`src/rtl/spi_slave_regbank.sv`:
```
// spi_slave_regbank: SPI mode-0 slave decoding 16-bit write/read frames into a bank of 8-bit registers.
// Define SPI_SLAVE_TRISTATE_EN to release miso (1'bz) while chip select is high.
module spi_slave_regbank #(
  parameter int NUM_REGS = 8
) (
  input  logic                  clk,
  input  logic                  rst_n,
  input  logic                  cs_b,
  input  logic                  sclk,
  input  logic                  mosi,
  output logic                  miso,
  output logic [NUM_REGS*8-1:0] reg_out,
  output logic                  wr_stb,
  output logic [6:0]            wr_addr,
  output logic                  frame_err
);
  typedef enum logic [1:0] {IDLE, CMD, DATA, DONE} state_t;
  state_t state_q, state_d;
  logic [1:0] cs_s, mosi_s;
  logic [2:0] sclk_s;
  logic [4:0] cnt_q;
  logic [6:0] sh_q, addr_q, addr_n;
  logic [7:0] shadow_q, rd_byte;
  logic       rw_q, miso_q, cs_hi, rise, fall, active, last_cmd, last_data, abort;
  assign cs_hi     = cs_s[1];
  assign rise      = sclk_s[1] & ~sclk_s[2];
  assign fall      = ~sclk_s[1] & sclk_s[2];
  assign active    = state_q == CMD || state_q == DATA;
  assign addr_n    = {sh_q[5:0], mosi_s[1]};
  assign last_cmd  = state_q == CMD && rise && cnt_q == 5'd7;
  assign last_data = state_q == DATA && rise && cnt_q == 5'd15;
  assign abort     = cs_hi && active && cnt_q != 5'd0;
  always_comb begin
    state_d = (cs_hi && state_q != IDLE) ? IDLE :
              (state_q == IDLE && !cs_hi) ? CMD :
              last_cmd ? DATA :
              last_data ? DONE : state_q;
  end
  // Out-of-range read addresses fall through to 0x00.
  always_comb begin
    rd_byte = 8'h00;
    for (int k = 0; k < NUM_REGS; k++)
      if (addr_n == 7'(k)) rd_byte = reg_out[8*k +: 8];
  end
  always_ff @(posedge clk or negedge rst_n)
    if (!rst_n) state_q <= IDLE;
    else state_q <= state_d;
  always_ff @(posedge clk or negedge rst_n) begin
    if (!rst_n) begin
      cs_s      <= 2'b11;
      sclk_s    <= 3'b000;
      mosi_s    <= 2'b00;
      cnt_q     <= 5'd0;
      sh_q      <= 7'd0;
      addr_q    <= 7'd0;
      rw_q      <= 1'b0;
      shadow_q  <= 8'h00;
      miso_q    <= 1'b0;
      reg_out   <= '0;
      wr_stb    <= 1'b0;
      wr_addr   <= 7'd0;
      frame_err <= 1'b0;
    end else begin
      cs_s      <= {cs_s[0], cs_b};
      sclk_s    <= {sclk_s[1:0], sclk};
      mosi_s    <= {mosi_s[0], mosi};
      wr_stb    <= 1'b0;
      frame_err <= abort;
      if (state_q == IDLE) cnt_q <= 5'd0;
      else if (active && rise) begin
        cnt_q <= cnt_q + 5'd1;
        sh_q  <= {sh_q[5:0], mosi_s[1]};
      end
      if (last_cmd) begin
        rw_q     <= sh_q[6];
        addr_q   <= addr_n;
        shadow_q <= rd_byte;
      end
      if (last_data && rw_q && {1'b0, addr_q} < 8'(NUM_REGS)) begin
        wr_stb  <= 1'b1;
        wr_addr <= addr_q;
        for (int k = 0; k < NUM_REGS; k++)
          if (addr_q == 7'(k)) reg_out[8*k +: 8] <= {sh_q, mosi_s[1]};
      end
      // Read data shifts out on sclk falls; miso is forced low everywhere else.
      if (state_q == DATA && !cs_hi) begin
        if (fall && !rw_q) begin
          miso_q   <= shadow_q[7];
          shadow_q <= {shadow_q[6:0], 1'b0};
        end
      end else miso_q <= 1'b0;
    end
  end
`ifdef SPI_SLAVE_TRISTATE_EN
  assign miso = cs_hi ? 1'bz : miso_q;
`else
  assign miso = miso_q;
`endif
endmodule

```
`config.mk`:
```
export PLATFORM = sky130hd
export DESIGN_NAME = spi_slave_regbank
export DESIGN_NICKNAME = d
export VERILOG_FILES = /design/src/rtl/spi_slave_regbank.sv
export SDC_FILE = /design/constraint.sdc
export NUM_CORES = 1
export LEC_CHECK = 0
export CORE_ASPECT_RATIO = 0.6
export CORE_MARGIN = 2
export CORE_UTILIZATION = 54
export DETAILED_ROUTE_END_ITERATION = 16
export PLACE_DENSITY = 0.86
export SLEW_MARGIN = 5
export SYNTH_ARGS = -nofsm -noshare
export SYNTH_HDL_FRONTEND = slang
export SYNTH_SLANG_ARGS = --single-unit
```
`constraint.sdc`:
```
create_clock -name clk -period 3 [get_ports clk]
set_clock_uncertainty 0.2 [all_clocks]
set_input_delay 0.6 -clock clk [delete_from_list [all_inputs] [get_ports clk]]
set_output_delay 0.6 -clock clk [all_outputs]
set_load 0.02 [all_outputs]
```
==> flow_metrics.py <==
metrics = {
    "outcome": {
        "status": "finished clean",
    },
    "timing": {
        "max_freq_ghz": 0.349,
        "slew_headroom_pct": 39.5,
        "grt_setup_unrepaired": "no",
        "worstMarginPinSlew_ps": 902,
        "period_minus_slack_ps": 2870,
        "drv_slew": 0,
        "hold_viol": 0,
        "finalCritPeriodShare_pct": 95.6,
        "setup_tns_ps": 0,
        "finalSetupViolCount": 0,
    },
    "power": {
        "p_sw_share_pct": 33.8,
        "comb_power_share_pct": 24.3,
        "pwr_density_cell_nw_per_um2": 599,
        "pwr-share-seq_pct": 43.9,
        "vdd_drop_max_mv": 0.396,
        "p_int_w": 0.00256,
        "power_switching_w": 0.00131,
        "p_leak_nw": 2.90,
        "power_frac_clock_pct": 31.8,
    },
    "worst_setup_path": {
        "cp.arrival_ps": 2910,
        "crit_top_cell": "ha_1",
        "crit_path_top_delay_cell": "nor3_2",
        "crit_fanout": 8,
        "critPathRequiredTime_ps": 3040,
        "reg2regPathDepth": 7,
        "crit_type": "reg -> reg",
        "worstReg2RegStart": "cnt_q[0]",
        "path_cells": "ha_1 -> and3_1 -> ha_1 -> and4b_1 -> nand2_1 -> nor3_2 -> mux2_2",
        "setup.worst_path.end_class": "register",
        "reg2reg_to": "reg_out[25]",
        "r2r_slack_ps": 130,
        "startpoint_type": "register",
        "max_stage_delay_ps": 700,
    },
    "routing": {
        "drt-met1-wl_um": 6320,
        "vias": 3952,
        "met2_wirelength_um": 5960,
        "drt-wirelength-per-cell_um": 20.8,
        "top_layer": "met4",
        "wl_met3_um": 1010,
        "remaining_drc_errors": 0,
        "drt_wl_total_um": 13500,
        "drt_pass1_iterations": 5,
        "antenna_left": 0,
        "drtIter0Drc": 387,
        "viasPerCell": 6.10,
    },
    "yosys": {
        "yosysUniqueCellTypes": 50,
        "ys_seq_elements": 111,
        "synth_nets": 451,
        "synth.cell_area_um2": 5210,
        "synth_ff_type": "dfrtp_1",
        "synth_cells": 438,
        "syn_avg_cell_area_um2": 11.9,
        "synth_edf_count": 0,
        "async_flop_share_pct": 100,
        "yosysSeqAreaShare_pct": 53.3,
        "yosys_warnings": 0,
    },
    "clock_network": {
        "cts-buffers-inserted": 9,
        "clkSinkCount": 111,
        "cts_tree": "yes",
        "clkTransAtPathRegs_ps": 80,
        "postCtsResizedCells": 0,
        "clockBufferDepth": 2,
        "insertion_delay_ps": 360,
        "h-tree-depth": 3,
        "clockRootBuffer": "clkbuf_16",
    },
    "floorplanning": {
        "die_w_um": 131,
        "die_y_um": 80.1,
        "pin_count": 79,
        "start_util_pct": 56.1,
        "core_um2": 9290,
        "die-area_um2": 10500,
        "rows": 27,
    },
    "global_route": {
        "grt_max_degree": 89,
        "grt_pass1_wl_um": 21600,
        "track_usage_pct": 27.5,
        "antenna_found_initial": 0,
        "grt-ovfl-total": 0,
        "grt_pass1_vias": 3863,
    },
    "min_path": {
        "min-delay-start": "mosi_s[0]",
        "min_to": "mosi_s[1]",
        "min_path_type": "reg -> reg",
        "whs_path_depth": 0,
    },
    "placement": {
        "placed_area_um2": 6130,
        "gp_congestion": 0.893,
        "hpwl_um": 9340,
        "numPortBuffers": 78,
        "dp.cells": 631,
    },
    "layout": {
        "layout_commonest_cell": "dfrtp_1",
        "fin_nets": 526,
        "antennaDiodeCount": 0,
        "n_fill_cell": 663,
        "layout_common_cells": "dfrtp_1 (109), clkdlybuf4s50_1 (77), mux2_2 (57)",
        "instances_no_fill": 648,
        "synthToLayoutAreaGrowth_pct": 23.7,
        "final_area_um2": 6450,
        "drive_gt1_share_pct": 23.0,
    },
    "job": {
        "maxCapViolations": 0,
    },
}
critical path, delay by kind of cell, from the launching register on:
family | cells | cell delay [ps]
DFF | 1 | 420
and+or+nand+nor | 4 | 1310
muxes | 1 | 420
adders and majority gates | 2 | 390
per-layer routing:
metal / global-route usage [%] / vias to the layer above
li1: - / 1728
met1: 42.5 / 2003
met2: 38.9 / 202
met3: 6.66 / 19
met4: 6.91 / 0
met5: 0 / -
through the flow:
stage	setup WS (ps)	util (%)	power, W	hold slack (ps)
final	131	69.4	0.00386	154
after global routing	5.34	69.4	0.00404	170
after CTS	191	69.4	0.00385	156
after detailed placement	216	66.0	0.00262	139
after global placement	382	66.0	0.00258	135
after floorplan	705	-	0.00229	104
kinds of logic after synthesis:
kind of cell	Yosys count	synth area share [%]
fa+ha+maj	8	1.92
mux	78	18.1
simple gates	134	14.6
compound gates	67	8.55
xor+xnor	3	0.504
flops	111	53.3
buf+inv	37	3.00
registers in the layout (all words and copies together), names as in the netlist:
signal	flops
sh_q	7
sclk_s	3
rw_q	1
state_q	2
mosi_s	2
wr_stb	1
shadow_q	8
miso	1
frame_err	1
cs_s	2
wr_addr	7
cnt_q	5
addr_q	7
reg_out	64
cell usage after synthesis (all sizes together), types with 6 or more instances:
cell / instances / area, um^2
nand4b: 8 / 70.1
a32oi: 7 / 61.3
clkbuf: 22 / 82.6
nand2b: 9 / 56.3
o21ai: 19 / 95.1
nor2: 26 / 110
nor2b: 9 / 56.3
nand2: 37 / 139
o311ai: 7 / 61.3
a21oi: 15 / 75.1
ha: 8 / 100
o21bai: 6 / 45.0
inv: 11 / 41.3
nor3: 15 / 96.4
dfrtp: 109 / 2730
mux2: 73 / 882
o221ai: 6 / 52.6
area by class of cell:
| type | instances | area, um^2 | share of cell area, % |
|---|---|---|---|
| sequential | 111 | 2780 | 43.1 |
| inverter | 11 | 41.3 | 0.641 |
| timing repair buffer | 90 | 883 | 13.7 |
| clock buffer | 9 | 225 | 3.49 |
| multi-input combinational | 290 | 2270 | 35.3 |
| tap | 130 | 163 | 2.52 |
| clock inverter | 7 | 78.8 | 1.22 |
worst max path at each step:
stage                        start  cells past startpoint  slack, ps     endpoint
after floorplan           cnt_q[0]                      7        710  reg_out[16]
after global placement    cnt_q[0]                      7        380  reg_out[29]
after detailed placement  cnt_q[0]                      7        220  reg_out[25]
after CTS                 cnt_q[0]                      7        190  reg_out[25]
after global routing      cnt_q[0]                      7          5  reg_out[25]
final                     cnt_q[0]                      7        130  reg_out[25]
power by group through the flow:
| stage | clock network (W) | registers, W | logic (W) |
|---|---|---|---|
| global placement | 0 | 0.00171 | 0.000870 |
| CTS | 0.00125 | 0.00169 | 0.000914 |
| floorplan | 0 | 0.00165 | 0.000641 |
| finish | 0.00123 | 0.00170 | 0.000937 |
| global route | 0.00132 | 0.00171 | 0.00101 |
| detailed placement | 0 | 0.00172 | 0.000904 |
timing repair:
item	CTS	global route
hold endpoints to repair	23	0
hold buffers	1	0
buffers inserted	0	0
(Power assumes the default switching activity.)
